<file path="src/rtl/countdown_timer.sv">
// countdown_timer: loadable M:SS countdown timer with registered BCD digit outputs.
// A preset is loaded and then counted down to 0:00 in steps of `subtractor`
// seconds, once every TICK_DIV clock cycles.
// Optional feature macro: COUNTDOWN_AUTO_RELOAD_EN. When it is defined, the
// timer reloads the last preset on reaching zero instead of expiring.
module countdown_timer #(
  parameter int unsigned TICK_DIV = 1
) (
  input  logic       clk,
  input  logic       reset,
  input  logic       load,
  input  logic [5:0] load_minutes0,
  input  logic [5:0] load_seconds1,
  input  logic [5:0] load_seconds0,
  input  logic       count,
  input  logic [5:0] subtractor,
  output logic [5:0] minutes0,
  output logic [5:0] seconds1,
  output logic [5:0] seconds0,
  output logic       running,
  output logic       expired,
  output logic       done
);

  localparam int unsigned TW = 10;
  localparam int unsigned PW = (TICK_DIV > 1) ? $clog2(TICK_DIV) : 1;
  localparam logic [PW-1:0] PRESC_LAST = PW'(TICK_DIV - 1);

  typedef enum logic [1:0] {
    S_IDLE = 2'd0,
    S_RUN  = 2'd1,
    S_HOLD = 2'd2,
    S_EXP  = 2'd3
  } state_t;

  state_t        state_q, state_d;
  logic [TW-1:0] t_q, t_d;
  logic [PW-1:0] presc_q, presc_d;
  logic          zero_hit;

  logic [5:0]    minutes0_d, seconds1_d, seconds0_d;
  logic          running_d, expired_d, done_d;
  logic [TW-1:0] rem_s;

  logic [5:0]    m0_cl, s1_cl, s0_cl;
  logic [TW-1:0] load_t;
  logic [TW-1:0] t_sub;
  logic          tick;

`ifdef COUNTDOWN_AUTO_RELOAD_EN
  logic [TW-1:0] preset_q, preset_d;
`endif

  // Clamp preset digits and convert to total seconds.
  assign m0_cl  = (load_minutes0 > 6'd9) ? 6'd9 : load_minutes0;
  assign s1_cl  = (load_seconds1 > 6'd5) ? 6'd5 : load_seconds1;
  assign s0_cl  = (load_seconds0 > 6'd9) ? 6'd9 : load_seconds0;
  assign load_t = TW'(m0_cl) * TW'(60) + TW'(s1_cl) * TW'(10) + TW'(s0_cl);

  // Saturating subtraction: never wraps below zero.
  assign t_sub = (TW'(subtractor) >= t_q) ? '0 : (t_q - TW'(subtractor));
  assign tick  = (state_q == S_RUN) && (presc_q == PRESC_LAST);

  // State, value, prescaler and output registers.
  always_ff @(posedge clk) begin
    if (reset) begin
      state_q  <= S_IDLE;
      t_q      <= '0;
      presc_q  <= '0;
      minutes0 <= '0;
      seconds1 <= '0;
      seconds0 <= '0;
      running  <= 1'b0;
      expired  <= 1'b0;
      done     <= 1'b0;
    end else begin
      state_q  <= state_d;
      t_q      <= t_d;
      presc_q  <= presc_d;
      minutes0 <= minutes0_d;
      seconds1 <= seconds1_d;
      seconds0 <= seconds0_d;
      running  <= running_d;
      expired  <= expired_d;
      done     <= done_d;
    end
  end

`ifdef COUNTDOWN_AUTO_RELOAD_EN
  // Last clamped preset, used for reload on reaching zero.
  always_ff @(posedge clk) begin
    if (reset) begin
      preset_q <= '0;
    end else begin
      preset_q <= preset_d;
    end
  end
`endif

  // Next-state logic: load has priority, then per-state behaviour.
  always_comb begin
    state_d  = state_q;
    t_d      = t_q;
    presc_d  = presc_q;
    zero_hit = 1'b0;
`ifdef COUNTDOWN_AUTO_RELOAD_EN
    preset_d = preset_q;
`endif
    if (load) begin
      t_d     = load_t;
      presc_d = '0;
`ifdef COUNTDOWN_AUTO_RELOAD_EN
      preset_d = load_t;
`endif
      if (load_t == '0) begin
        state_d = S_EXP;
      end else if (count) begin
        state_d = S_RUN;
      end else begin
        state_d = S_HOLD;
      end
    end else begin
      unique case (state_q)
        S_RUN: begin
          state_d = count ? S_RUN : S_HOLD;
          if (tick) begin
            presc_d = '0;
            if (t_sub == '0) begin
              zero_hit = 1'b1;
`ifdef COUNTDOWN_AUTO_RELOAD_EN
              t_d = preset_q;
`else
              t_d     = '0;
              state_d = S_EXP;
`endif
            end else begin
              t_d = t_sub;
            end
          end else begin
            presc_d = presc_q + PW'(1);
          end
        end
        S_HOLD: begin
          if (count) begin
            state_d = S_RUN;
          end
        end
        S_IDLE, S_EXP: begin
          state_d = state_q;
        end
        default: begin
          state_d = S_IDLE;
        end
      endcase
    end
  end

  // Output logic: BCD split of the next value and state flags.
  always_comb begin
    rem_s      = t_d % TW'(60);
    minutes0_d = 6'(t_d / TW'(60));
    seconds1_d = 6'(rem_s / TW'(10));
    seconds0_d = 6'(rem_s % TW'(10));
    running_d  = (state_d == S_RUN);
    expired_d  = (state_d == S_EXP);
    done_d     = zero_hit;
  end

endmodule

</file>
<file path="config.mk">
export PLATFORM = sky130hd
export DESIGN_NAME = countdown_timer
export DESIGN_NICKNAME = d
export VERILOG_FILES = /design/src/rtl/countdown_timer.sv
export SDC_FILE = /design/constraint.sdc
export NUM_CORES = 1
export LEC_CHECK = 0
export CAP_MARGIN = 20
export CORE_ASPECT_RATIO = 0.7
export CORE_UTILIZATION = 35
export CTS_CLUSTER_DIAMETER = 150
export CTS_CLUSTER_SIZE = 40
export DETAILED_ROUTE_END_ITERATION = 8
export PLACE_DENSITY = 0.61
export RECOVER_POWER = 25
export SYNTH_ARGS = -nofsm -noshare
export SYNTH_HDL_FRONTEND = slang
export SYNTH_SLANG_ARGS = --single-unit
</file>
<file path="constraint.sdc">
create_clock -name clk -period 10.5 [get_ports clk]
set_input_delay 2.1 -clock clk [delete_from_list [all_inputs] [get_ports clk]]
set_output_delay 2.1 -clock clk [all_outputs]
set_load 0.02 [all_outputs]
</file>
==> impl_metrics.tcl, run 1 <==
set metrics [dict create \
    finalHoldViolCount 0 \
    max-vdd-ir-drop_v 0.000217 \
    cts_buffers 5 \
    drv_slew 0 \
    cts_sinks 32 \
    clock_latency_ps 270 \
    fin_worst_skew_ps 5.54 \
    cellPowerDensity_nw_per_um2 311 \
    crit_path_max_incr_delay_ps 540 \
    grt_pass1_vias 3211 \
    grt_pass1_wl_mm 15.5 \
    detail_route.wirelength_mm 9.31 \
    setup_violations 0 \
    end_kind "register" \
    cts_buffer_depth 2 \
    crit_type "in2reg" \
    ys_types 85 \
    routedWlPerCell_um 14.2 \
    nets 600 \
    core_area_um2 10400 \
    final_cell_mix "inv_1 (47), a21oi_1 (37), ha_1 (36)" \
    path_clk_slew_ps 50 \
    reg2reg_slack_ps 4760 \
    ys.flop_type "dfxtp_1" \
    grt_max_degree 28 \
    ys_warn_count 0 \
    via_per_inst 5.41 \
    dr.pass1.iters 4 \
    status "finished, final reports clean" \
    tightest_slew_ps 1040 \
    io_buffers 47 \
    ys_ff_latch 32 \
    arrival_ps 9890 \
    fin_crit_ps 9720 \
    drc 0 \
    gp_congestion 0.897 \
    power.leakage_nw 1.98 \
    final_antenna_net_count 0 \
    fin_crit_sh_pct 92.6 \
    cts_tree "done" \
    antenna_found_initial 0 \
    clockRootBuffer "clkbuf_16" \
    ys_seq_area_share_pct 17.0 \
    crit_slowest_cell "o32a_1" \
    fmax_mhz 103 \
    overflow 0 \
    grt_setup_unrepaired "no" \
    syn_inst 469 \
    critPathMaxFanout 15 \
    setup_tns_ps 0 \
    worst_hold_path_type "reg2reg" \
    vias 3554 \
    ys_async_sr_fraction_pct 0 \
    dp.final_hpwl_mm 7.58 \
    die_area_um2 11200 \
    worst_ep_required_time_ps 10670 \
    drive_above_1_share_pct 8.19 \
    initial_core_util_pct 36.3 \
    antennaDiodeCount 0 \
    dieHeight_um 88.9 \
    syn_to_final_growth_pct 21.5 \
    row_count 31 \
    drt_iter0_markers 252 \
    worst_setup_path_start_kind "input pin" \
    top_level_ports 49 \
    htree_levels 2 \
    drv_cap 0 \
    synth.avg_cell_area_um2 8.05 \
    grt_usage_pct 17.0 \
    syn_area_um2 3770 \
    die_w_um 126 \
    synth_edf_count 0 \
    layout_commonest_cell "inv_1" \
    slew_headroom_pct 30.8 \
    hold-worst-slack_ps 508 \
]
## logic make-up after synthesis
family	count (synthesis)	synth area share [%]
AO/OA/AOI/OAI	150	30.1
XOR/XNOR	22	5.11
adder cells (fa/ha/maj)	51	19.1
buffers and inverters	64	7.06
flip-flops	32	17.0
multiplexers	2	0.663
other	2	0.199
AND/OR/NAND/NOR	146	20.8
## metal layers
layer | GRT usage (%) | vias up | part of all wire [%]
li1 | - | 1810 | -
met3 | 1.81 | 6 | 4.3
met5 | 0 | - | 0
met1 | 25.7 | 1645 | 54
met2 | 26.1 | 93 | 41
met4 | 2.74 | 0 | 0.68
## worst max-delay path, delay by kind of cell
family | cells | cell delay, ps
compound gates | 13 | 2930
fa+ha+maj | 6 | 2170
simple gates | 7 | 1830
buf+inv | 4 | 740
xor+xnor | 1 | 130
## repair_timing
| action | 4_1_cts | 5_1_grt |
|---|---|---|
| resized for setup | 0 | 3 |
| hold buffers | 0 | 0 |
| setup endpoints to repair | 0 | 2 |
| setup buffers | 0 | 0 |
## metrics by stage
step | utilization (%) | area (um2) | std cells | power [mW] | setup WS, ps
floorplan | - | 3830 | 484 | 1.04 | 1400
global placement | 42.3 | 4400 | 649 | 1.24 | 385
detailed placement | 42.3 | 4400 | 649 | 1.25 | 82.5
CTS | 43.9 | 4570 | 657 | 1.41 | 359
global route | 44.1 | 4580 | 657 | 1.55 | 34.4
finish | 44.1 | 4580 | 657 | 1.43 | 777
## cells in the mapped netlist (all sizes together), types with 12 or more instances
| master | number | area share [%] |
|---|---|---|
| o21ai | 29 | 3.8 |
| dfxtp | 32 | 17 |
| xnor2 | 17 | 3.9 |
| ha | 36 | 12 |
| a21o | 14 | 2.8 |
| nor2 | 32 | 3.5 |
| nor3 | 13 | 1.9 |
| nand2 | 30 | 3.1 |
| a21oi | 38 | 5.1 |
| fa | 12 | 6.4 |
| inv | 47 | 4.7 |
| nand3 | 15 | 2.0 |
## registers in the layout (all words and copies together) (netlist names)
register  count
minutes0      5
running       1
t_q           9
presc_q       1
state_q       2
done          1
seconds1      6
seconds0      6
expired       1
## where the power goes
part / total, mW / internal (mW) / leakage [nW] / switching (mW)
sequential: 0.170 / 0.152 / 0.265 / 0.0179
clock: 0.163 / 0.111 / 0.0798 / 0.0513
combinational: 1.09 / 0.440 / 1.63 / 0.654
total: 1.43 / 0.704 / 1.98 / 0.723
## path summary, 6_finish.rpt
path / startpoint / to / cells past startpoint
worst max-delay path: load_minutes0[1] / seconds0[3]$_SDFF_PP0_ / 31
worst min-delay path: presc_q$_SDFFE_PP0N_ / presc_q$_SDFFE_PP0N_ / 1
worst max register to register: seconds0[0]$_SDFF_PP0_ / seconds0[3]$_SDFF_PP0_ / 21
worst min register to register: presc_q$_SDFFE_PP0N_ / presc_q$_SDFFE_PP0N_ / 1
## area by class of cell
type	instances	area (um2)
Fill cell	999	5810
Multi-Input combinational cell	388	2940
Sequential cell	32	641
Timing Repair Buffer	50	493
Inverter	47	176
Tap cell	132	165
Clock buffer	5	125
Clock inverter	3	42.5
No activity file was read; power rests on OpenSTA's default activity.
==> run 2, diff against run 1 <==
Settings changed: REMOVE_ABC_BUFFERS set to 1.
==> run 2 against run 1 <==
Compared with the run above:
- clock power barely moved
- total power fell by 0.19%
- register-to-register slack worse by 110 ps
- die area unchanged
- first-iteration DRC count grew 40%
- wire length increased by 2.2%
- non-clock buffer count increased by 1
- final area shrank 0.11%
- critical path type unchanged
- critical endpoint unchanged
- highest routed layer unchanged
==> impl_metrics.tcl, run 2 (synthesis gave the netlist of run 1 again) <==
set metrics [dict create \
    status "finished, final reports clean" \
    crit_top_cell "ha_1" \
    gp_congestion 0.877 \
    intPower_mw 0.702 \
    finalPower_mw 1.42 \
    hold-worst-slack_ps 511 \
    tightest_slew_ps 828 \
    setup_tns_ps 0 \
    core_area_um2 10400 \
    end_kind "register" \
    p_sw_share_pct 50.7 \
    detail_route.wirelength_mm 9.52 \
    crit_path_max_incr_delay_ps 490 \
    die_w_um 126 \
    top_level_ports 49 \
    drc 0 \
    pwr-share-comb_pct 76.7 \
    cp_top_family "simple AND/OR/NAND/NOR gates" \
    drv_cap 0 \
    nets 601 \
    power_switching_mw 0.722 \
    initial_core_util_pct 36.3 \
    cts_buffer_depth 2 \
    cts_sinks 32 \
    dp.final_hpwl_mm 7.63 \
    syn_to_final_growth_pct 21.4 \
    dieHeight_um 88.9 \
    routedWlPerCell_um 14.5 \
    fin_worst_skew_ps 6.91 \
    cts_buffers 5 \
    crit_type "in2reg" \
    htree_levels 2 \
    worst_setup_path_start_kind "input pin" \
    critPathMaxFanout 12 \
    vias 3580 \
    largest_register_ffs 9 \
    grt_max_degree 28 \
    cp_num_buf_inv 4 \
    hold_buffers 0 \
    slew_headroom_pct 44.6 \
    path_clk_slew_ps 50 \
    worst_hold_path_type "reg2reg" \
    regMostFlops "t_q" \
    final_cell_mix "inv_1 (47), a21oi_1 (37), ha_1 (36), clkdlybuf4s50_1 (36), dfxtp_1 (32)" \
    pwr-share-clk_pct 11.5 \
    power.leakage_nw 1.98 \
    cts_tree "done" \
    drt_iter0_markers 352 \
    layout_commonest_cell "inv_1" \
    reg.largest.list "t_q: 9 flops, seconds0: 6 flops, seconds1: 6 flops" \
    grt_pass1_wl_mm 15.4 \
    worst_ep_required_time_ps 10680 \
    fmax_mhz 100 \
    fin_crit_sh_pct 95.0 \
    final_antenna_net_count 0 \
    antenna_found_initial 0 \
    drive_above_1_share_pct 7.98 \
    io_buffers 47 \
    grt_usage_pct 17.1 \
    grt_setup_unrepaired "no" \
    clock_latency_ps 270 \
    fin_crit_ps 9980 \
    dr.pass1.iters 4 \
    overflow 0 \
    finalHoldViolCount 0 \
    drv_slew 0 \
    antennaDiodeCount 0 \
    setup_violations 0 \
    cellPowerDensity_nw_per_um2 311 \
    die_area_um2 11200 \
    finish.utilization_pct 44.1 \
    grt_pass1_vias 3160 \
    arrival_ps 10160 \
    crit_slowest_cell "fa_1" \
    row_count 31 \
    via_per_inst 5.44 \
    nFillCells 1056 \
    clockRootBuffer "clkbuf_16" \
    pwr-share-seq_pct 11.8 \
    max-vdd-ir-drop_v 0.000135 \
]
run 2: cell types whose count changed in the layout (fill, tap and decap cells not counted):
cell	change
nor3_1	+1
nor3_2	-1
xnor2_2	-1
buf_4	+1
dlygate4sd3_1	-1
xnor2_1	+1
clkdlybuf4s50_1	+1
run 2: through the flow:
stage,std cells,setup slack (ps),cell area (um2)
6_report,658,522,4580
5_1_grt,658,8.78,4580
4_1_cts,658,272,4570
3_5_place_dp,650,22.9,4410
2_1_floorplan,467,1360,3740
3_3_place_gp,650,365,4410
run 2: power groups by stage:
stage	Clock [mW]	Combinational, mW	Sequential (mW)
floorplan	0	0.824	0.189
global placement	0	1.06	0.170
detailed placement	0	1.07	0.170
CTS	0.167	1.08	0.168
global route	0.173	1.20	0.171
finish	0.163	1.09	0.168
run 2: path summary, 6_finish.rpt:
path / endpoint / cells past startpoint / startpoint / slack [ps]
setup / recovery: seconds0[3]$_SDFF_PP0_ / 31 / load_minutes0[2] / 520
hold / removal: presc_q$_SDFFE_PP0N_ / 1 / presc_q$_SDFFE_PP0N_ / 510
setup reg to reg: seconds0[3]$_SDFF_PP0_ / 21 / seconds0[0]$_SDFF_PP0_ / 4650
hold reg to reg: presc_q$_SDFFE_PP0N_ / 1 / presc_q$_SDFFE_PP0N_ / 510
run 2: area by class of cell:
cell class	count	area [um2]	area share, %
multi-input combinational	388	2930	64.0
sequential	32	641	14.0
timing repair buffer	51	500	10.9
inverter	47	176	3.85
tap	132	165	3.61
clock buffer	5	125	2.73
clock inverter	3	42.5	0.929
run 2: routing by layer:
layer / track usage (%) / share of wire (%) / vias up
li1: - / - / 1819
met1: 25.5 / 53 / 1668
met2: 26.2 / 41 / 86
met3: 2.24 / 4.4 / 7
met4: 3.07 / 0.95 / 0
met5: 0 / 0 / -
run 2: what timing repair did:
action / 4_1_cts / 5_1_grt
gates resized for setup: 0 / 1
setup buffers: 0 / 0
endpoints found under the setup margin: 0 / 2
==> run 3, diff against run 2 <==
Settings changed: CTS_BUF_LIST set to sky130_fd_sc_hd__clkbuf_4.
==> run 3 against run 2 <==
Compared with the run above:
- first-iteration DRC count fell by 13%
- final cell count stayed put
- via count fell by 1.2%
- clock-buffer cell count unchanged
- wire length shrank 0.43%
- sequential share of layout area increased by 0.27 points
- utilization decreased by 0.84 points
- critical path type unchanged
- highest routed layer unchanged
==> impl_metrics.tcl, run 3 (synthesis gave the netlist of run 1 again) <==
set metrics [dict create \
    row_count 31 \
    multi_input_area_um2 2930 \
    die_w_um 126 \
    fin_area_um2 4490 \
    reg.largest.list "t_q: 9 flops, seconds0: 6 flops, seconds1: 6 flops" \
    tightest_slew_ps 833 \
    drt_iter0_markers 307 \
    top_level_ports 49 \
    crit_top_cell "ha_1" \
    finalHoldViolCount 0 \
    fmax_mhz 101 \
    worst_hold_path_type "reg2reg" \
    fin_crit_sh_pct 94.3 \
    syn_to_final_growth_pct 19.0 \
    nFillCells 1069 \
    grt_setup_unrepaired "no" \
    power.leakage_nw 1.94 \
    crit_path_max_incr_delay_ps 490 \
    pre_cts_ws_ps 22.9 \
    dieHeight_um 88.9 \
    regMostFlops "t_q" \
    antennaDiodeCount 0 \
    grt_pass1_vias 3157 \
    final-seq-area_um2 641 \
    via_per_inst 5.37 \
    slew_headroom_pct 44.3 \
    cellPowerDensity_nw_per_um2 301 \
    vias 3536 \
    placed_cell_area_um2 4410 \
    arrival_ps 10140 \
    grt_usage_pct 17.1 \
    cts_buffer_depth 2 \
    cts_buffers 5 \
    max-vdd-ir-drop_v 0.000151 \
    nets 601 \
    dr.pass1.iters 5 \
    io_buffers 47 \
    post-cts-setup-buffer-count 0 \
    cts_tree "done" \
    die_area_um2 11200 \
    core_area_um2 10400 \
    hold-worst-slack_ps 520 \
    worst_ep_required_time_ps 10730 \
    routedWlPerCell_um 14.4 \
    grt_max_degree 28 \
    status "finished, final reports clean" \
    htree_levels 2 \
    final_cell_mix "inv_1 (47), a21oi_1 (37), ha_1 (36)" \
    final_antenna_net_count 0 \
    path_clk_slew_ps 110 \
    drc 0 \
    end_kind "register" \
    largest_register_ffs 9 \
    drv_slew 0 \
    overflow 0 \
    reg2reg_slack_ps 4640 \
    fin_worst_skew_ps 18.2 \
    fin_crit_ps 9900 \
    setup_violations 0 \
    layout_commonest_cell "inv_1" \
    gp_congestion 0.877 \
    finalPower_mw 1.35 \
    crit_type "in2reg" \
    drv_cap 0 \
    dp.final_hpwl_mm 7.63 \
    drive_above_1_share_pct 7.98 \
    clock_latency_ps 330 \
    setup_tns_ps 0 \
    worst_setup_path_start_kind "input pin" \
    clockRootBuffer "clkbuf_4" \
    critPathMaxFanout 12 \
    antenna_found_initial 0 \
    cts_sinks 32 \
    detail_route.wirelength_mm 9.48 \
    crit_slowest_cell "fa_1" \
    grt_pass1_wl_mm 15.4 \
    initial_core_util_pct 36.3 \
    setup_slack_ps 597 \
]
[run 3: cell count changes in the layout (fill, tap and decap cells not counted), sizes merged]
cell | before | now
dlygate4sd3 | 11 | 12
clkdlybuf4s50 | 36 | 35
[run 3: worst paths after layout]
kind | start | endpoint | cells after the start
worst max-delay path | load_minutes0[2] | seconds0[3]$_SDFF_PP0_ | 31
worst min-delay path | presc_q$_SDFFE_PP0N_ | presc_q$_SDFFE_PP0N_ | 1
worst max register to register | seconds0[0]$_SDFF_PP0_ | seconds0[3]$_SDFF_PP0_ | 21
worst min register to register | presc_q$_SDFFE_PP0N_ | presc_q$_SDFFE_PP0N_ | 1
[run 3: final cells by class]
type                            count  area share (%)
Tap cell                          132            3.68
Clock buffer                        5           0.836
Inverter                           47            3.93
Clock inverter                      3           0.947
Timing Repair Buffer               51            11.1
Multi-Input combinational cell    388            65.2
Sequential cell                    32            14.3
[run 3: timing repair]
action / 4_1_cts / 5_1_grt
endpoints found under the hold margin: 0 / 0
gates resized for setup: 0 / 1
hold buffers: 0 / 0
setup endpoints to repair: 0 / 2
[run 3: routing by layer]
layer  wire [um]  up-vias  track usage [%]
li1            -     1818                -
met1        5120     1644             25.6
met2        3930       70             26.2
met3         362        4             2.42
met4          58        0             3.07
met5           0        -                0
[run 3: power breakdown]
group	internal, mW	switching (mW)	leakage, nW	total [mW]
Clock	0.0497	0.0446	0.0412	0.0943
Sequential	0.151	0.0165	0.265	0.168
Combinational	0.438	0.653	1.63	1.09
Total	0.639	0.714	1.94	1.35
[run 3: metrics by stage]
step           util (%)  instances
2_1_floorplan         -        467
3_3_place_gp       42.4        650
3_5_place_dp       42.4        650
4_1_cts            43.2        658
5_1_grt            43.2        658
6_report           43.2        658
[run 3: worst max-delay path: cells and delay by family]
family	cells	cell delay, ps
AO/OA/AOI/OAI	10	1950
XOR/XNOR	1	130
adder cells (fa/ha/maj)	6	2210
buffers and inverters	4	730
multiplexers	1	340
AND/OR/NAND/NOR	9	2680
